<file path="src/rtl/lsu_pkg.sv">
// Shared types for the load/store unit: RV32I width codes, FSM states and
// the byte-lane mask helper also used by the memory-side RVFI logic.
package lsu_pkg;

   typedef enum logic [2:0] {
      F3_B  = 3'd0,
      F3_H  = 3'd1,
      F3_W  = 3'd2,
      F3_BU = 3'd4,
      F3_HU = 3'd5
   } f3_e;

   typedef enum logic [1:0] {
      S_IDLE   = 2'd0,
      S_ISSUE  = 2'd1,
      S_WAIT_R = 2'd2,
      S_RESP   = 2'd3
   } state_e;

   // Lanes touched by an access of the given width at byte offset off.
   function automatic logic [3:0] lane_mask(input logic [2:0] funct3, input logic [1:0] off);
      logic [3:0] mask;
      case (funct3)
         F3_B, F3_BU: mask = 4'b0001 << off;
         F3_H, F3_HU: mask = 4'b0011 << off;
         F3_W:        mask = 4'b1111;
         default:     mask = 4'b0000;
      endcase
      return mask;
   endfunction

endpackage

</file>
<file path="src/rtl/lsu_if.sv">
// Pipeline-side request/response and word-addressed data-memory signals of
// the LSU; master is the LSU, slave is the pipeline plus memory around it.
interface lsu_if #(parameter int AW = 6);
   logic          req_valid;
   logic          req_ready;
   logic          req_write;
   logic [2:0]    req_funct3;
   logic [31:0]   req_addr;
   logic [31:0]   req_wdata;
   logic          resp_valid;
   logic          resp_ready;
   logic [31:0]   resp_rdata;
   logic          resp_err;
   logic [3:0]    resp_rmask;
   logic [3:0]    resp_wmask;
   logic          mem_req;
   logic          mem_gnt;
   logic          mem_we;
   logic [AW-1:0] mem_addr;
   logic [3:0]    mem_be;
   logic [31:0]   mem_wdata;
   logic          mem_rvalid;
   logic [31:0]   mem_rdata;

   modport master (
      input  req_valid, req_write, req_funct3, req_addr, req_wdata, resp_ready,
             mem_gnt, mem_rvalid, mem_rdata,
      output req_ready, resp_valid, resp_rdata, resp_err, resp_rmask, resp_wmask,
             mem_req, mem_we, mem_addr, mem_be, mem_wdata
   );

   modport slave (
      output req_valid, req_write, req_funct3, req_addr, req_wdata, resp_ready,
             mem_gnt, mem_rvalid, mem_rdata,
      input  req_ready, resp_valid, resp_rdata, resp_err, resp_rmask, resp_wmask,
             mem_req, mem_we, mem_addr, mem_be, mem_wdata
   );
endinterface

</file>
<file path="src/rtl/lsu_load_align.sv">
// Moves the addressed lanes of a raw memory word down to bit 0 and applies
// the sign or zero extension selected by the load width code.
module lsu_load_align
   import lsu_pkg::*;
(
   input  logic [31:0] rdata_i,
   input  logic [1:0]  off_i,
   input  logic [2:0]  funct3_i,
   output logic [31:0] data_o
);

   logic [31:0] shifted_s;

   always_comb begin
      shifted_s = rdata_i >> {off_i, 3'b000};
      case (funct3_i)
         F3_B:    data_o = {{24{shifted_s[7]}}, shifted_s[7:0]};
         F3_BU:   data_o = {24'h000000, shifted_s[7:0]};
         F3_H:    data_o = {{16{shifted_s[15]}}, shifted_s[15:0]};
         F3_HU:   data_o = {16'h0000, shifted_s[15:0]};
         F3_W:    data_o = shifted_s;
         default: data_o = 32'h0000_0000;
      endcase
   end

endmodule

</file>
<file path="src/rtl/lsu.sv">
// Load/store unit: decodes one pipeline access at a time, runs the memory
// request/grant/rvalid handshake and returns an extended, masked response.
module lsu
   import lsu_pkg::*;
#(
   parameter int MEMSIZE = 64
)(
   input  logic   clk,
   input  logic   rst_n,
   lsu_if.master  bus
);

   localparam int AW = $clog2(MEMSIZE);

   state_e        state_q, state_d;
   logic          write_q, write_d;
   logic [2:0]    funct3_q, funct3_d;
   logic [1:0]    off_q, off_d;
   logic          req_ready_q, req_ready_d;
   logic          mem_req_q, mem_req_d;
   logic          mem_we_q, mem_we_d;
   logic [AW-1:0] mem_addr_q, mem_addr_d;
   logic [3:0]    mem_be_q, mem_be_d;
   logic [31:0]   mem_wdata_q, mem_wdata_d;
   logic          resp_valid_q, resp_valid_d;
   logic [31:0]   resp_rdata_q, resp_rdata_d;
   logic          resp_err_q, resp_err_d;
   logic [3:0]    resp_rmask_q, resp_rmask_d;
   logic [3:0]    resp_wmask_q, resp_wmask_d;

   logic [1:0]    in_off_s;
   logic [3:0]    in_be_s;
   logic [31:0]   in_wdata_s;
   logic          f3_ok_s, align_ok_s, range_ok_s, in_err_s;
   logic [31:0]   ld_data_s;

   lsu_load_align u_load_align (
      .rdata_i  (bus.mem_rdata),
      .off_i    (off_q),
      .funct3_i (funct3_q),
      .data_o   (ld_data_s)
   );

   // Decode of the incoming request: legality, lanes and replicated store data.
   always_comb begin
      in_off_s = bus.req_addr[1:0];
      in_be_s  = lane_mask(bus.req_funct3, in_off_s);
      case (bus.req_funct3)
         F3_B, F3_H, F3_W: f3_ok_s = 1'b1;
         F3_BU, F3_HU:     f3_ok_s = ~bus.req_write;
         default:          f3_ok_s = 1'b0;
      endcase
      case (bus.req_funct3)
         F3_H, F3_HU: align_ok_s = ~in_off_s[0];
         F3_W:        align_ok_s = (in_off_s == 2'b00);
         default:     align_ok_s = 1'b1;
      endcase
      range_ok_s = ((bus.req_addr >> (AW + 2)) == 32'd0);
      in_err_s   = ~(f3_ok_s & align_ok_s & range_ok_s);
      if (bus.req_write) begin
         case (bus.req_funct3)
            F3_B:    in_wdata_s = {4{bus.req_wdata[7:0]}};
            F3_H:    in_wdata_s = {2{bus.req_wdata[15:0]}};
            F3_W:    in_wdata_s = bus.req_wdata;
            default: in_wdata_s = 32'h0000_0000;
         endcase
      end else begin
         in_wdata_s = 32'h0000_0000;
      end
   end

   always_ff @(posedge clk or negedge rst_n) begin
      if (!rst_n) begin
         state_q <= S_IDLE;
      end else begin
         state_q <= state_d;
      end
   end

   always_comb begin
      state_d = state_q;
      case (state_q)
         S_IDLE: begin
            if (bus.req_valid) state_d = in_err_s ? S_RESP : S_ISSUE;
            else               state_d = S_IDLE;
         end
         S_ISSUE: begin
            if (bus.mem_gnt) state_d = write_q ? S_RESP : S_WAIT_R;
            else             state_d = S_ISSUE;
         end
         S_WAIT_R: begin
            if (bus.mem_rvalid) state_d = S_RESP;
            else                state_d = S_WAIT_R;
         end
         S_RESP: begin
            if (bus.resp_ready) state_d = S_IDLE;
            else                state_d = S_RESP;
         end
         default: state_d = S_IDLE;
      endcase
   end

   // Next values of the registered outputs; all held unless the state acts on them.
   always_comb begin
      write_d      = write_q;
      funct3_d     = funct3_q;
      off_d        = off_q;
      req_ready_d  = req_ready_q;
      mem_req_d    = mem_req_q;
      mem_we_d     = mem_we_q;
      mem_addr_d   = mem_addr_q;
      mem_be_d     = mem_be_q;
      mem_wdata_d  = mem_wdata_q;
      resp_valid_d = resp_valid_q;
      resp_rdata_d = resp_rdata_q;
      resp_err_d   = resp_err_q;
      resp_rmask_d = resp_rmask_q;
      resp_wmask_d = resp_wmask_q;
      case (state_q)
         S_IDLE: begin
            if (bus.req_valid) begin
               write_d     = bus.req_write;
               funct3_d    = bus.req_funct3;
               off_d       = in_off_s;
               req_ready_d = 1'b0;
               if (in_err_s) begin
                  resp_valid_d = 1'b1;
                  resp_err_d   = 1'b1;
               end else begin
                  mem_req_d   = 1'b1;
                  mem_we_d    = bus.req_write;
                  mem_addr_d  = bus.req_addr[AW+1:2];
                  mem_be_d    = in_be_s;
                  mem_wdata_d = in_wdata_s;
               end
            end else begin
               req_ready_d = 1'b1;
            end
         end
         S_ISSUE: begin
            if (bus.mem_gnt) begin
               mem_req_d   = 1'b0;
               mem_we_d    = 1'b0;
               mem_addr_d  = {AW{1'b0}};
               mem_be_d    = 4'b0000;
               mem_wdata_d = 32'h0000_0000;
               if (write_q) begin
                  resp_valid_d = 1'b1;
                  resp_wmask_d = mem_be_q;
               end else begin
                  resp_valid_d = 1'b0;
               end
            end else begin
               mem_req_d = 1'b1;
            end
         end
         S_WAIT_R: begin
            if (bus.mem_rvalid) begin
               resp_valid_d = 1'b1;
               resp_rdata_d = ld_data_s;
               resp_rmask_d = lane_mask(funct3_q, off_q);
            end else begin
               resp_valid_d = 1'b0;
            end
         end
         S_RESP: begin
            if (bus.resp_ready) begin
               resp_valid_d = 1'b0;
               resp_rdata_d = 32'h0000_0000;
               resp_err_d   = 1'b0;
               resp_rmask_d = 4'b0000;
               resp_wmask_d = 4'b0000;
               req_ready_d  = 1'b1;
            end else begin
               resp_valid_d = 1'b1;
            end
         end
         default: begin
            req_ready_d  = 1'b1;
            mem_req_d    = 1'b0;
            resp_valid_d = 1'b0;
         end
      endcase
   end

   always_ff @(posedge clk or negedge rst_n) begin
      if (!rst_n) begin
         write_q      <= 1'b0;
         funct3_q     <= 3'd0;
         off_q        <= 2'd0;
         req_ready_q  <= 1'b1;
         mem_req_q    <= 1'b0;
         mem_we_q     <= 1'b0;
         mem_addr_q   <= {AW{1'b0}};
         mem_be_q     <= 4'b0000;
         mem_wdata_q  <= 32'h0000_0000;
         resp_valid_q <= 1'b0;
         resp_rdata_q <= 32'h0000_0000;
         resp_err_q   <= 1'b0;
         resp_rmask_q <= 4'b0000;
         resp_wmask_q <= 4'b0000;
      end else begin
         write_q      <= write_d;
         funct3_q     <= funct3_d;
         off_q        <= off_d;
         req_ready_q  <= req_ready_d;
         mem_req_q    <= mem_req_d;
         mem_we_q     <= mem_we_d;
         mem_addr_q   <= mem_addr_d;
         mem_be_q     <= mem_be_d;
         mem_wdata_q  <= mem_wdata_d;
         resp_valid_q <= resp_valid_d;
         resp_rdata_q <= resp_rdata_d;
         resp_err_q   <= resp_err_d;
         resp_rmask_q <= resp_rmask_d;
         resp_wmask_q <= resp_wmask_d;
      end
   end

   assign bus.req_ready  = req_ready_q;
   assign bus.mem_req    = mem_req_q;
   assign bus.mem_we     = mem_we_q;
   assign bus.mem_addr   = mem_addr_q;
   assign bus.mem_be     = mem_be_q;
   assign bus.mem_wdata  = mem_wdata_q;
   assign bus.resp_valid = resp_valid_q;
   assign bus.resp_rdata = resp_rdata_q;
   assign bus.resp_err   = resp_err_q;
   assign bus.resp_rmask = resp_rmask_q;
   assign bus.resp_wmask = resp_wmask_q;

endmodule

</file>
<file path="src/flat_wrapper.sv">
// flat-port wrapper written by rule: the top's interface ports become plain ports
module lsu_flat import lsu_pkg::*;
#(
   parameter int MEMSIZE = 64
)
  (clk, rst_n, bus_req_valid, bus_req_write, bus_req_funct3, bus_req_addr, bus_req_wdata, bus_resp_ready, bus_mem_gnt, bus_mem_rvalid, bus_mem_rdata, bus_req_ready, bus_resp_valid, bus_resp_rdata, bus_resp_err, bus_resp_rmask, bus_resp_wmask, bus_mem_req, bus_mem_we, bus_mem_addr, bus_mem_be, bus_mem_wdata);
  lsu_if #(.AW((6))) bus_i ();
  input  logic clk;
  input  logic rst_n;
  input wire logic [$bits(bus_i.req_valid)-1:0] bus_req_valid;
  input wire logic [$bits(bus_i.req_write)-1:0] bus_req_write;
  input wire logic [$bits(bus_i.req_funct3)-1:0] bus_req_funct3;
  input wire logic [$bits(bus_i.req_addr)-1:0] bus_req_addr;
  input wire logic [$bits(bus_i.req_wdata)-1:0] bus_req_wdata;
  input wire logic [$bits(bus_i.resp_ready)-1:0] bus_resp_ready;
  input wire logic [$bits(bus_i.mem_gnt)-1:0] bus_mem_gnt;
  input wire logic [$bits(bus_i.mem_rvalid)-1:0] bus_mem_rvalid;
  input wire logic [$bits(bus_i.mem_rdata)-1:0] bus_mem_rdata;
  output wire logic [$bits(bus_i.req_ready)-1:0] bus_req_ready;
  output wire logic [$bits(bus_i.resp_valid)-1:0] bus_resp_valid;
  output wire logic [$bits(bus_i.resp_rdata)-1:0] bus_resp_rdata;
  output wire logic [$bits(bus_i.resp_err)-1:0] bus_resp_err;
  output wire logic [$bits(bus_i.resp_rmask)-1:0] bus_resp_rmask;
  output wire logic [$bits(bus_i.resp_wmask)-1:0] bus_resp_wmask;
  output wire logic [$bits(bus_i.mem_req)-1:0] bus_mem_req;
  output wire logic [$bits(bus_i.mem_we)-1:0] bus_mem_we;
  output wire logic [$bits(bus_i.mem_addr)-1:0] bus_mem_addr;
  output wire logic [$bits(bus_i.mem_be)-1:0] bus_mem_be;
  output wire logic [$bits(bus_i.mem_wdata)-1:0] bus_mem_wdata;
  assign bus_i.req_valid = bus_req_valid;
  assign bus_i.req_write = bus_req_write;
  assign bus_i.req_funct3 = bus_req_funct3;
  assign bus_i.req_addr = bus_req_addr;
  assign bus_i.req_wdata = bus_req_wdata;
  assign bus_i.resp_ready = bus_resp_ready;
  assign bus_i.mem_gnt = bus_mem_gnt;
  assign bus_i.mem_rvalid = bus_mem_rvalid;
  assign bus_i.mem_rdata = bus_mem_rdata;
  assign bus_req_ready = bus_i.req_ready;
  assign bus_resp_valid = bus_i.resp_valid;
  assign bus_resp_rdata = bus_i.resp_rdata;
  assign bus_resp_err = bus_i.resp_err;
  assign bus_resp_rmask = bus_i.resp_rmask;
  assign bus_resp_wmask = bus_i.resp_wmask;
  assign bus_mem_req = bus_i.mem_req;
  assign bus_mem_we = bus_i.mem_we;
  assign bus_mem_addr = bus_i.mem_addr;
  assign bus_mem_be = bus_i.mem_be;
  assign bus_mem_wdata = bus_i.mem_wdata;
  lsu #(.MEMSIZE(MEMSIZE)) u_core (.clk(clk), .rst_n(rst_n), .bus(bus_i));
endmodule
</file>
<file path="config.mk">
export PLATFORM = sky130hd
export DESIGN_NAME = lsu_flat
export DESIGN_NICKNAME = d
export VERILOG_FILES = /design/src/rtl/lsu_pkg.sv /design/src/rtl/lsu_if.sv /design/src/rtl/lsu_load_align.sv /design/src/rtl/lsu.sv /design/src/flat_wrapper.sv
export SDC_FILE = /design/constraint.sdc
export NUM_CORES = 1
export LEC_CHECK = 0
export ABC_AREA = 1
export BUFFER_PORTS_ARGS = -buffer_cell sky130_fd_sc_hd__buf_4
export CAP_MARGIN = 20
export CORE_MARGIN = 5
export CORE_UTILIZATION = 51
export DETAILED_ROUTE_END_ITERATION = 12
export GPL_TIMING_DRIVEN = 0
export PLACE_DENSITY = 0.88
export SYNTH_ARGS = -nofsm -noshare
export SYNTH_HDL_FRONTEND = slang
export SYNTH_HIERARCHICAL = 1
export SYNTH_SLANG_ARGS = --single-unit
</file>
<file path="constraint.sdc">
create_clock -name clk -period 1.9 [get_ports clk]
set_input_delay 0.095 -clock clk [delete_from_list [all_inputs] [get_ports clk]]
set_output_delay 0.095 -clock clk [all_outputs]
set_load 0.02 [all_outputs]
</file>
==> results of run 1 <==
==> logic make-up (layout without fill, tap and decap cells) <==
kind of cell           count (synthesis)  after routing  share of synthesized area
flip-flops                            95             95                      0.433
AO/OA/AOI/OAI                         84             84                     0.0833
AND/OR/NAND/NOR                      473            473                      0.373
buffers and inverters                127            353                      0.111
==> per-layer routing <==
metal | track usage | vias to the layer above | routed length [um]
li1 | - | 2915 | -
met1 | 0.366 | 2694 | 7280
met2 | 0.428 | 233 | 8140
met3 | 0.0509 | 41 | 1330
met4 | 0.118 | 0 | 584
met5 | 0 | - | 0
==> worst max-delay path: stages <==
cell and delay [ns]:
sky130_fd_sc_hd__dlygate4sd3_1 0.57, sky130_fd_sc_hd__buf_6 0.15, sky130_fd_sc_hd__clkinv_2 0.05, sky130_fd_sc_hd__nand2_2 0.07, sky130_fd_sc_hd__nand2_1 0.08, sky130_fd_sc_hd__nand2_2 0.06
sky130_fd_sc_hd__a21oi_4 0.30, sky130_fd_sc_hd__nand3_4 0.18, sky130_fd_sc_hd__nand2_8 0.14, sky130_fd_sc_hd__inv_4 0.07, sky130_fd_sc_hd__buf_6 0.14, sky130_fd_sc_hd__nand2_1 0.06
sky130_fd_sc_hd__nand2_1 0.05
==> final cells by class <==
cell class              count  area [um2]
well taps                 140         175
flip-flops and latches     95        2380
repair buffers            210        1640
clock buffers              11         151
fillers                   888        3170
clock inverters             5        40.0
plain buffers              41         283
multi-input cells         557        2530
inverters                  86         329
==> synthesized netlist by cell type (3+ instances only) <==
master / n
sky130_fd_sc_hd__nand2_1: 292
sky130_fd_sc_hd__nand3_2: 7
sky130_fd_sc_hd__dfrtp_1: 94
sky130_fd_sc_hd__buf_6: 15
sky130_fd_sc_hd__clkbuf_1: 15
sky130_fd_sc_hd__nor2_1: 40
sky130_fd_sc_hd__or2_2: 3
sky130_fd_sc_hd__buf_2: 8
sky130_fd_sc_hd__nor2_2: 3
sky130_fd_sc_hd__inv_1: 81
sky130_fd_sc_hd__a31oi_1: 8
sky130_fd_sc_hd__o21ai_0: 65
sky130_fd_sc_hd__nand3_1: 108
sky130_fd_sc_hd__nand2_2: 4
sky130_fd_sc_hd__a21oi_1: 4
sky130_fd_sc_hd__nand4_1: 7
==> repair_timing <==
item	4_1_cts	5_1_grt
hold endpoints to repair	62	0
resized for setup	0	7
setup endpoints to repair	0	49
hold buffers	18	0
==> power groups by stage <==
stage | Sequential [mW] | Clock (mW) | Combinational [mW]
global route | 3.11 | 1.41 | 5.73
finish | 3.03 | 1.30 | 5.19
CTS | 3.02 | 1.33 | 5.14
global placement | 3.05 | 0 | 5.01
floorplan | 3.60 | 0 | 2.68
detailed placement | 3.06 | 0 | 5.09
==> per-stage QoR <==
step | util | setup WS [ns] | total power [mW]
final | 0.703 | 0.125 | 9.51
after global routing | 0.703 | 0.0214 | 10.2
after CTS | 0.702 | 0.0530 | 9.50
after detailed placement | 0.667 | 0.0757 | 8.14
after global placement | 0.664 | 0.132 | 8.06
after floorplan | - | 0.404 | 6.27
==> layout by cell type, fill, tap and decap left out, drive strengths merged, types with 8 or more instances in the layout <==
cell and count:
inv 86, dfrtp 94, buf 218, o21ai 67
dlygate4sd3 18, clkbuf 26, nand2 298, nor2 45
nand3 116, a31oi 8
==> state kept, by name (all words and copies together) (netlist names) <==
register               flops
u_core/bus.mem_addr        6
u_core/bus.mem_be          4
u_core/bus.mem_req         1
u_core/bus.mem_wdata      32
u_core/bus.mem_we          1
u_core/bus.req_ready       1
u_core/bus.resp_err        1
u_core/bus.resp_rdata     32
u_core/bus.resp_rmask      4
u_core/bus.resp_valid      1
u_core/bus.resp_wmask      4
u_core/funct3_q            3
u_core/off_q               2
u_core/state_q             2
u_core/write_q             1
==> worst max path at each step <==
stage	startpoint	endpoint	slack, ns	depth (start not counted)
floorplan	u_core/state_q[1]	u_core/bus.mem_be[0]	0.40	9
global placement	u_core/state_q[1]	u_core/bus.mem_wdata[10]	0.13	9
detailed placement	u_core/state_q[1]	u_core/bus.mem_wdata[10]	0.08	9
CTS	u_core/state_q[1]	u_core/bus.mem_be[2]	0.05	9
global route	bus_req_funct3[1]	u_core/bus.mem_wdata[10]	0.02	13
finish	bus_req_funct3[1]	u_core/bus.mem_wdata[12]	0.12	13
==> impl_table.tex, run 1 <==
\begin{tabular}{lr}
\hline
Metric & Value \\
\hline
\multicolumn{2}{l}{\textbf{Timing}} \\
Total count of max-transition violations in the final report & 0 \\
Final number of hold-violating endpoints & 0 \\
Timing-limited maximum frequency & 563 MHz \\
Min cycle time layout & 1.78 ns \\
Max-slew headroom & 0.597 \\
Final setup violation count & 0 \\
Final setup skew & 0.00510 ns \\
Transition time of the tightest slew-check pin & 0.605 ns \\
Worst hold-check slack & 0.0212 ns \\
RSZ-0062 raised after global routing & no \\
Sum of negative setup slack & 0 ns \\
Post-route clock period utilization & 0.934 \\
\multicolumn{2}{l}{\textbf{Synth}} \\
Synth warn & 6 \\
Cells taking the most area after synthesis & sky130\_fd\_sc\_hd\_\_dfrtp\_1 43\%, sky130\_fd\_sc\_hd\_\_nand2\_1 20\%, sky130\_fd\_sc\_hd\_\_nand3\_1 9.8\% \\
Number of instances in the synthesized netlist & 779 \\
Ys async rst share & 1.00 \\
Number of register bits inferred by synthesis & 95 \\
Cell taking the most area after synthesis & sky130\_fd\_sc\_hd\_\_dfrtp\_1 \\
Synthesized area & 0.00550 mm2 \\
Fraction of synthesized cell area taken by the top area cell type & 0.428 \\
Post-synthesis cell type count & 34 \\
Mean instance size in the synthesized netlist & 7.06 um2 \\
Most used flip-flop cell after synthesis & sky130\_fd\_sc\_hd\_\_dfrtp\_1 \\
Number of nets in the synthesized netlist & 885 \\
Share of the yosys chip area belonging to registers & 0.433 \\
Number of enable-type register cells in the synthesized netlist & 0 \\
\multicolumn{2}{l}{\textbf{Final layout}} \\
Non-Filler Cell Area, Final & 0.00752 mm2 \\
Layout cells sized above 1 & 0.265 \\
Final non-filler cell total & 1145 \\
Antenna cells & 0 \\
Post-layout net count & 1106 \\
Area Overhead vs Synth & 36.9\% \\
\multicolumn{2}{l}{\textbf{Route}} \\
Total number of vias & 5883 \\
First drt pass iteration count & 5 \\
Remaining DRCs & 0 \\
Count of nets left with antenna violations after detail routing & 0 \\
Wire length reported by the detailed router & 17300 um \\
Iteration-0 DRC Markers & 389 \\
Routed len/inst & 15.1 um \\
Number of vias per cell after detailed routing & 5.14 \\
\multicolumn{2}{l}{\textbf{Power and ir drop}} \\
Pwr per Cell Area & 1260 mW/mm2 \\
Maximum VDD drop & 886 uV \\
Combinational fraction of design power & 0.546 \\
Clock Power Share & 0.136 \\
Switching share of power & 0.459 \\
Leakage power figure & 4.26 nW \\
Net load switching power & 4.37 mW \\
Sequential share of power & 0.318 \\
Internal power component & 5.15 mW \\
\multicolumn{2}{l}{\textbf{Critical path}} \\
Setup slack of the worst register-to-register path & 0.14 ns \\
Origin of the critical flop-to-flop path & u\_core/state\_q[1] \\
Depth of the worst register-to-register path & 5 \\
Element type at the critical path end & register \\
Critical path peak fanout & 10 \\
Crit path DAT & 2.04 ns \\
Worst reg2reg endpoint & u\_core/bus.resp\_rdata[22] \\
Data required time at the worst endpoint & 2.16 ns \\
Nature of the critical path startpoint & primary input \\
Worst Setup Path Type & primary input to register \\
\multicolumn{2}{l}{\textbf{Clocking}} \\
Clk Tree Root Cell & sky130\_fd\_sc\_hd\_\_clkbuf\_8 \\
H-Tree Level Count & 3 \\
Source-to-sink clock delay at the later pin of the worst-skew pair & 0.36 ns \\
Maximum root-to-sink buffer count & 2 \\
Buffers inserted by post-CTS timing repair & 0 \\
CTS tree & built \\
Total clock buffers created by CTS & 9 \\
Num Clock Sinks & 95 \\
Clock transition at the registers of the reported paths & 0.09 ns \\
\multicolumn{2}{l}{\textbf{Floorplanning}} \\
Die Y-Extent & 114 um \\
Initial core utilization & 0.514 \\
Top Ports & 193 \\
Placeable core area & 0.0107 mm2 \\
Number of rows in the core area & 38 \\
Full die area & 0.0130 mm2 \\
Die Wd & 114 um \\
\multicolumn{2}{l}{\textbf{GRT}} \\
Via count of the first global-routing pass & 5798 \\
Number of antenna violations at the first check in global routing & 0 \\
Leftover overflow at the end of global routing & 0 \\
Wire length of the first global-routing pass & 28300 um \\
GRT Util Overall & 0.271 \\
Pin count of the biggest net entering global routing & 50 \\
\multicolumn{2}{l}{\textbf{Flow run}} \\
Max cap viols & 0 \\
\multicolumn{2}{l}{\textbf{Outcome}} \\
Result of the run & completed \\
\multicolumn{2}{l}{\textbf{Min path}} \\
Worst min-delay path category & primary input to register \\
Hold Crit Start & bus\_req\_wdata[4] \\
End of the worst hold path & u\_core/bus.mem\_wdata[4] \\
Cell depth of the worst hold path & 3 \\
\multicolumn{2}{l}{\textbf{Place}} \\
Placer Congestion & 0.965 \\
HPWL after detailed placement & 13300 um \\
Post-Place Cell Area & 0.00713 mm2 \\
Number of I/O port buffers & 191 \\
Cell Count Post-Placement & 1111 \\
\hline
\end{tabular}
(Power assumes the default switching activity.)
==> run 2: changes to the inputs <==
==> constraint.sdc (replaced) <==
create_clock -name clk -period 1.9 [get_ports clk]
set_input_delay 0.38 -clock clk [delete_from_list [all_inputs] [get_ports clk]]
set_output_delay 0.38 -clock clk [all_outputs]
set_load 0.02 [all_outputs]
==> run 2 against run 1 <==
Compared with the run above:
- register-to-register slack better by 0.02 ns
- combinational power shrank 1%
- final cell count decreased by 1.6%
- fmax rose by 1.9%
- die area stayed put
- sequential share of layout area increased by 0.83 points
- setup slack better by 0.033 ns
- via count down 0.70%
- sequential power barely moved
- core utilization fell by 1.8 points
- sequential cell count stayed put
- clock skew up 0.0011 ns
- largest cell class unchanged
==> impl_table.tex, run 2 (synthesis gave the netlist of run 1 again) <==
\begin{tabular}{lr}
\hline
Metric & Value \\
\hline
\multicolumn{2}{l}{\textbf{Outcome}} \\
Result of the run & completed \\
\multicolumn{2}{l}{\textbf{Route}} \\
Total number of vias & 5842 (-0.70\%) \\
Routed len/inst & 15.1 um (about the same) \\
Iteration-0 DRC Markers & 441 (+13\%) \\
Count of nets left with antenna violations after detail routing & 0 (unchanged) \\
Number of vias per cell after detailed routing & 5.18 (+0.89\%) \\
Remaining DRCs & 0 (unchanged) \\
Wire length reported by the detailed router & 17100 um (-1.6\%) \\
First drt pass iteration count & 5 (unchanged) \\
\multicolumn{2}{l}{\textbf{GRT}} \\
GRT Util Overall & 0.264 (-0.00721) \\
Via count of the first global-routing pass & 5641 (-2.7\%) \\
Wire length of the first global-routing pass & 27600 um (-2.6\%) \\
Pin count of the biggest net entering global routing & 50 (unchanged) \\
Number of antenna violations at the first check in global routing & 0 (unchanged) \\
Leftover overflow at the end of global routing & 0 (unchanged) \\
\multicolumn{2}{l}{\textbf{Place}} \\
Placer Congestion & 0.965 (unchanged) \\
HPWL after detailed placement & 13300 um (unchanged) \\
Number of I/O port buffers & 191 (unchanged) \\
Pre-CTS setup slack & 0.0190 ns (-0.0568 ns) \\
Post-Place Cell Area & 0.00713 mm2 (unchanged) \\
Cell Count Post-Placement & 1111 (unchanged) \\
\multicolumn{2}{l}{\textbf{Floorplanning}} \\
Number of rows in the core area & 38 (unchanged) \\
Die Wd & 114 um (unchanged) \\
Full die area & 0.0130 mm2 (unchanged) \\
Top Ports & 193 (unchanged) \\
Die Y-Extent & 114 um (unchanged) \\
Initial core utilization & 0.514 (unchanged) \\
Placeable core area & 0.0107 mm2 (unchanged) \\
\multicolumn{2}{l}{\textbf{Critical path}} \\
Crit path DAT & 2.02 ns (-0.02 ns) \\
Data required time at the worst endpoint & 2.18 ns (+0.02 ns) \\
Critical path peak fanout & 10 (unchanged) \\
Worst Setup Path Type & register to register \\
Setup slack of the worst register-to-register path & 0.16 ns (+0.02 ns) \\
Element type at the critical path end & register \\
Depth of the worst register-to-register path & 5 (unchanged) \\
Nature of the critical path startpoint & register \\
Worst reg2reg endpoint & u\_core/bus.resp\_rdata[22] \\
Origin of the critical flop-to-flop path & u\_core/state\_q[1] \\
\multicolumn{2}{l}{\textbf{Timing}} \\
Min cycle time layout & 1.74 ns (-0.0333 ns) \\
Post-route clock period utilization & 0.917 (-0.0175) \\
Sum of negative setup slack & 0 ns (unchanged) \\
Final setup skew & 0.00620 ns (+0.00110 ns) \\
Timing-limited maximum frequency & 574 MHz (+1.9\%) \\
Total count of max-transition violations in the final report & 0 (unchanged) \\
Final number of hold-violating endpoints & 0 (unchanged) \\
Max-slew headroom & 0.596 (-0.000802) \\
Slack of the critical path & 0.158 ns (+0.0333 ns) \\
Transition time of the tightest slew-check pin & 0.606 ns (+0.00120 ns) \\
Final setup violation count & 0 (unchanged) \\
RSZ-0062 raised after global routing & no \\
\multicolumn{2}{l}{\textbf{Final layout}} \\
Top library cells by usage in the layout, fill and taps aside & 292 x sky130\_fd\_sc\_hd\_\_nand2\_1, 192 x sky130\_fd\_sc\_hd\_\_buf\_4, 108 x sky130\_fd\_sc\_hd\_\_nand3\_1 \\
Area Overhead vs Synth & 33.4\% \\
Antenna cells & 0 (unchanged) \\
Final non-filler cell total & 1127 (-1.6\%) \\
Most common cell after layout, fill and taps aside & sky130\_fd\_sc\_hd\_\_nand2\_1 \\
Layout cells sized above 1 & 0.267 (+0.00280) \\
Post-layout net count & 1088 (-1.6\%) \\
Non-Filler Cell Area, Final & 0.00733 mm2 (-2.6\%) \\
\multicolumn{2}{l}{\textbf{Clocking}} \\
Total clock buffers created by CTS & 9 (unchanged) \\
Num Clock Sinks & 95 (unchanged) \\
H-Tree Level Count & 3 (unchanged) \\
Clk Tree Root Cell & sky130\_fd\_sc\_hd\_\_clkbuf\_8 \\
Source-to-sink clock delay at the later pin of the worst-skew pair & 0.36 ns (about the same) \\
Maximum root-to-sink buffer count & 2 (unchanged) \\
Buffers inserted by post-CTS timing repair & 0 (unchanged) \\
Clock transition at the registers of the reported paths & 0.09 ns (about the same) \\
CTS tree & built \\
\multicolumn{2}{l}{\textbf{Power and ir drop}} \\
Maximum VDD drop & 886 uV (about the same) \\
Pwr per Cell Area & 1290 mW/mm2 (+2.1\%) \\
Leakage power figure & 4.18 nW (-1.9\%) \\
Post-layout total power & 9.47 mW (-0.51\%) \\
\multicolumn{2}{l}{\textbf{Min path}} \\
Worst min-delay path category & primary input to asynchronous set/reset pin \\
\multicolumn{2}{l}{\textbf{Flow run}} \\
Max cap viols & 0 (unchanged) \\
\hline
\end{tabular}
## run 2: final cells by class
type / instances / area [um2]
Tap cell: 140 / 175
Buffer: 41 / 282
Fill cell: 925 / 3370
Clock inverter: 5 / 40.0
Multi-Input combinational cell: 557 / 2510
Inverter: 86 / 329
Timing Repair Buffer: 192 / 1460
Sequential cell: 95 / 2380
Clock buffer: 11 / 151
## run 2: timing repair
item / in CTS / in global routing
hold buffers: 0 / 0
setup endpoints to repair: 0 / 49
gates resized for setup: 0 / 3
## run 2: critical path, cell delays in order, from the launching register on
cell and delay [ns]:
sky130_fd_sc_hd__dfrtp_1 0.45, sky130_fd_sc_hd__nand3_1 0.14, sky130_fd_sc_hd__clkbuf_1 0.37, sky130_fd_sc_hd__buf_1 0.42, sky130_fd_sc_hd__nand3_1 0.15, sky130_fd_sc_hd__o21ai_0 0.13
## run 2: how the worst max path moves through the flow
| stage | from | end | slack (ns) | cells after the start |
|---|---|---|---|---|
| finish | u_core/state_q[1] | u_core/bus.resp_rdata[22] | 0.16 | 5 |
| CTS | u_core/state_q[1] | u_core/bus.mem_be[2] | 0.05 | 9 |
| global placement | bus_req_addr[13] | u_core/bus.mem_wdata[10] | 0.06 | 12 |
| detailed placement | bus_req_addr[15] | u_core/bus.mem_wdata[10] | 0.02 | 12 |
| floorplan | bus_req_funct3[1] | u_core/bus.mem_be[0] | 0.31 | 12 |
| global route | u_core/state_q[1] | u_core/bus.mem_wdata[10] | 0.01 | 9 |
## run 2: power by group
group / switching [mW] / total (mW) / internal (mW)
sequential: 0.407 / 3.02 / 2.61
clock: 0.750 / 1.30 / 0.555
combinational: 3.19 / 5.14 / 1.95
total: 4.35 / 9.47 / 5.12
## run 2: metrics by stage
stage | hold WS (ns) | utilization
after floorplan | 0.0844 | -
after global placement | 0.455 | 0.664
after detailed placement | 0.427 | 0.667
after CTS | 0.0218 | 0.685
after global routing | 0.0577 | 0.685
final | 0.00711 | 0.685
## run 2: layer usage
metal / vias up / wire length, um / track usage
met1: 2687 / 7310 / 0.359
met2: 233 / 7870 / 0.414
met3: 43 / 1290 / 0.0493
met4: 0 / 596 / 0.115
li1: 2879 / - / -
met5: - / 0 / 0
==> run 3: changes to the inputs <==
Settings changed: SYNTH_HIERARCHICAL 1 to default.
==> run 3 against run 2 <==
Compared with the run above:
- register-to-register slack lost 0.03 ns
- combinational power grew 9.1%
- setup slack got worse by 0.026 ns
- non-clock buffer count shrank 2
- critical path depth grew 5
- die area fell by 0.31%
- core utilization increased by 1.9 points
- clock power shrank 4%
- critical path type unchanged
- highest routed layer unchanged
==> impl_table.tex, run 3 <==
\begin{tabular}{lr}
\hline
Metric & Value \\
\hline
\multicolumn{2}{l}{\textbf{Floorplanning}} \\
Placeable core area & 0.0104 mm2 (-2.6\%) \\
Initial core utilization & 0.526 (+0.0121) \\
Die Y-Extent & 114 um (-0.15\%) \\
Die Wd & 114 um (-0.15\%) \\
Top Ports & 193 (unchanged) \\
Full die area & 0.0129 mm2 (-0.31\%) \\
Number of rows in the core area & 37 (-2.6\%) \\
\multicolumn{2}{l}{\textbf{Synth}} \\
Fraction of the mapped netlist area in simple logic gates & 0.370 (-0.00329) \\
Multiplexer share of the synthesized area & 0.00206 (+0.00206) \\
Ys async rst share & 1.00 (unchanged) \\
Mean instance size in the synthesized netlist & 7.14 um2 (+1.2\%) \\
Ranking of synthesized cells by instance count & 319 x sky130\_fd\_sc\_hd\_\_nand2\_1, 94 x sky130\_fd\_sc\_hd\_\_dfrtp\_1, 67 x sky130\_fd\_sc\_hd\_\_inv\_1 \\
Synth warn & 0 (-6) \\
Dominant combinational cell family by area after synthesis & simple AND/OR/NAND/NOR gates \\
Number of register bits inferred by synthesis & 95 (unchanged) \\
Compound-cell area share of the yosys netlist & 0.0943 (+0.0110) \\
Post-Synth Adder-Cell Area & 0 (unchanged) \\
Synthesized area & 0.00548 mm2 (-0.34\%) \\
Number of instances in the synthesized netlist & 767 (-1.5\%) \\
Post-synthesis cell type count & 33 (-2.9\%) \\
Fraction of synthesized cell area taken by the top area cell type & 0.429 (+0.00147) \\
Cell taking the most area after synthesis & sky130\_fd\_sc\_hd\_\_dfrtp\_1 \\
Xor and xnor fraction of the mapped netlist area & 0 (unchanged) \\
Most common cell in the netlist & sky130\_fd\_sc\_hd\_\_nand2\_1 \\
Number of enable-type register cells in the synthesized netlist & 0 (unchanged) \\
Most used flip-flop cell after synthesis & sky130\_fd\_sc\_hd\_\_dfrtp\_1 \\
Cells taking the most area after synthesis & sky130\_fd\_sc\_hd\_\_dfrtp\_1 43\%, sky130\_fd\_sc\_hd\_\_nand2\_1 22\%, sky130\_fd\_sc\_hd\_\_o21ai\_0 5.2\% \\
Number of nets in the synthesized netlist & 873 (-1.4\%) \\
Share of the yosys chip area belonging to registers & 0.434 (+0.00148) \\
\multicolumn{2}{l}{\textbf{Timing}} \\
Worst hold-check slack & 0.238 ns (+0.231 ns) \\
Timing-limited maximum frequency & 565 MHz (-1.5\%) \\
Max-slew headroom & 0.435 (-0.161) \\
Total count of max-transition violations in the final report & 0 (unchanged) \\
Sum of negative setup slack & 0 ns (unchanged) \\
Final setup violation count & 0 (unchanged) \\
Min cycle time layout & 1.77 ns (+0.0265 ns) \\
Final number of hold-violating endpoints & 0 (unchanged) \\
Final setup skew & 0.0112 ns (+0.00499 ns) \\
Post-route clock period utilization & 0.931 (+0.0139) \\
Transition time of the tightest slew-check pin & 0.841 ns (+0.235 ns) \\
\multicolumn{2}{l}{\textbf{Clocking}} \\
Total clock buffers created by CTS & 9 (unchanged) \\
H-Tree Level Count & 3 (unchanged) \\
Clk Tree Root Cell & sky130\_fd\_sc\_hd\_\_clkbuf\_8 \\
CTS tree & built \\
Clock transition at the registers of the reported paths & 0.10 ns (about the same) \\
Source-to-sink clock delay at the later pin of the worst-skew pair & 0.36 ns (about the same) \\
Maximum root-to-sink buffer count & 2 (unchanged) \\
Num Clock Sinks & 95 (unchanged) \\
\multicolumn{2}{l}{\textbf{Place}} \\
Placer Congestion & 0.956 (-0.99\%) \\
Cell Count Post-Placement & 1096 (-1.4\%) \\
Number of I/O port buffers & 192 (+0.52\%) \\
HPWL after detailed placement & 12800 um (-3.7\%) \\
\multicolumn{2}{l}{\textbf{Min path}} \\
Worst min-delay path category & primary input to register \\
\multicolumn{2}{l}{\textbf{Final layout}} \\
Area Overhead vs Synth & 33.8\% \\
Layout cells sized above 1 & 0.296 (+0.0284) \\
Most common cell after layout, fill and taps aside & sky130\_fd\_sc\_hd\_\_nand2\_1 \\
Antenna cells & 0 (unchanged) \\
Util after Layout & 0.704 (+0.0186) \\
Post-layout net count & 1081 (-0.64\%) \\
Final non-filler cell total & 1116 (-0.98\%) \\
Filler cells & 899 (-2.8\%) \\
Top library cells by usage in the layout, fill and taps aside & 319 x sky130\_fd\_sc\_hd\_\_nand2\_1, 199 x sky130\_fd\_sc\_hd\_\_buf\_4, 94 x sky130\_fd\_sc\_hd\_\_dfrtp\_1 \\
\multicolumn{2}{l}{\textbf{Power and ir drop}} \\
Pwr per Cell Area & 1390 mW/mm2 (+7.5\%) \\
Clock Power Share & 0.123 (-0.015) \\
Combinational fraction of design power & 0.552 (+0.009) \\
Net load switching power & 4.70 mW (+8.0\%) \\
Sequential share of power & 0.325 (+0.006) \\
Switching share of power & 0.462 (+0.00208) \\
Maximum VDD drop & 900 uV (+1.6\%) \\
Internal power component & 5.48 mW (+7.1\%) \\
Leakage power figure & 4.25 nW (+1.8\%) \\
\multicolumn{2}{l}{\textbf{Route}} \\
Count of nets left with antenna violations after detail routing & 0 (unchanged) \\
Iteration-0 DRC Markers & 463 (+5.0\%) \\
Total number of vias & 5750 (-1.6\%) \\
Remaining DRCs & 0 (unchanged) \\
Number of vias per cell after detailed routing & 5.15 (-0.60\%) \\
Routed len/inst & 15.0 um (-0.84\%) \\
First drt pass iteration count & 5 (unchanged) \\
Wire length reported by the detailed router & 16800 um (-1.8\%) \\
\multicolumn{2}{l}{\textbf{Critical path}} \\
Buffers plus inverters on the worst setup path & 3 (+1) \\
Critical path peak fanout & 10 (unchanged) \\
Element type at the critical path end & register \\
Worst Setup Path Type & register to register \\
Data required time at the worst endpoint & 2.15 ns (-0.03 ns) \\
Worst-path cell chain & buf\_4 > inv\_2 > nand2\_1 > o21ai\_1 > a21oi\_2 > nand2\_2 > nand2\_2 > buf\_4 > o21ai\_1 > nand2\_1 \\
Slowest stage delay, CP & 0.37 ns (-0.08 ns) \\
Crit path DAT & 2.02 ns (about the same) \\
Cell family contributing the most delay on the critical path & buffers and inverters \\
Nature of the critical path startpoint & register \\
Slowest cell on the critical path & sky130\_fd\_sc\_hd\_\_dfrtp\_1 \\
\multicolumn{2}{l}{\textbf{GRT}} \\
Number of antenna violations at the first check in global routing & 0 (unchanged) \\
Via count of the first global-routing pass & 5532 (-1.9\%) \\
Pin count of the biggest net entering global routing & 69 (+38\%) \\
Wire length of the first global-routing pass & 27100 um (-1.7\%) \\
GRT Util Overall & 0.262 (-0.00205) \\
Leftover overflow at the end of global routing & 0 (unchanged) \\
\multicolumn{2}{l}{\textbf{Flow run}} \\
Max cap viols & 0 (unchanged) \\
\multicolumn{2}{l}{\textbf{Outcome}} \\
Result of the run & completed \\
\hline
\end{tabular}
-- run 3: changes by cell type in the layout (fill, tap and decap cells not counted), moves of 10 or more --
cell,change
sky130_fd_sc_hd__inv_1,-14
sky130_fd_sc_hd__nand2_1,+27
sky130_fd_sc_hd__nor2_1,+15
sky130_fd_sc_hd__nand3_2,+13
sky130_fd_sc_hd__nand3_1,-62
sky130_fd_sc_hd__nand2_2,+10
-- run 3: per-stage QoR --
stage	cell area, um2	total power [mW]	setup slack [ns]
finish	7330	10.2	0.131
global route	7330	10.9	-0.0238
CTS	7300	10.2	0.177
detailed placement	7120	8.89	0.0618
global placement	7090	8.79	0.0978
floorplan	5480	6.74	0.427
-- run 3: power by group through the flow --
| stage | registers, mW | clock network (mW) | logic (mW) |
|---|---|---|---|
| floorplan | 4.09 | 0 | 2.65 |
| global placement | 3.33 | 0 | 5.45 |
| detailed placement | 3.33 | 0 | 5.55 |
| CTS | 3.31 | 1.28 | 5.57 |
| global route | 3.43 | 1.36 | 6.14 |
| finish | 3.31 | 1.25 | 5.61 |
-- run 3: kinds of logic (layout without fill, tap and decap cells) --
group,count (synthesis),after routing
and+or+nand+nor,467,467
buffers and inverters,112,325
DFF,95,95
AOI/OAI and AO/OA,92,92
muxes,1,1
-- run 3: area by class of cell --
type / instances / area (um2) / area share
clock buffer: 12 / 145 / 0.0198
inverter: 78 / 293 / 0.0399
clock inverter: 4 / 31.3 / 0.00427
buffer: 34 / 253 / 0.0345
multi-input combinational: 560 / 2560 / 0.349
timing repair buffer: 197 / 1500 / 0.205
sequential: 95 / 2380 / 0.324
tap: 136 / 170 / 0.0232
-- run 3: repair_timing --
item,CTS,global route
gates resized for setup,0,2
hold buffers,1,0
hold endpoints to repair,26,0
endpoints found under the setup margin,0,8
buffers inserted,0,3
-- run 3: worst min-delay path, delay by kind of cell --
kind | cells | cell delay, ns
simple gates | 2 | 0.12
buf+inv | 1 | 0.08
-- run 3: path summary, 6_finish.rpt --
| path | from | endpoint | slack, ns | depth (start not counted) |
|---|---|---|---|---|
| min in group asynchronous | rst_n | u_core.bus.resp_rdata[18] | 0.48 | 2 |
| worst max register to register | u_core.off_q[0] | u_core.bus.resp_rdata[24] | 0.13 | 10 |
| worst min register to register | u_core.bus.mem_wdata[5] | u_core.bus.mem_wdata[5] | 0.48 | 2 |
| worst min-delay path | bus_req_addr[5] | u_core.bus.mem_addr[3] | 0.24 | 3 |
| max in group asynchronous | rst_n | u_core.bus.mem_wdata[3] | 0.78 | 3 |
| worst max-delay path | u_core.off_q[0] | u_core.bus.resp_rdata[24] | 0.13 | 10 |
-- run 3: routing by layer --
metal	global-route usage	routed length [um]
met1	0.335	6570
met2	0.424	7770
met3	0.0812	2000
met4	0.0841	419
met5	0	0
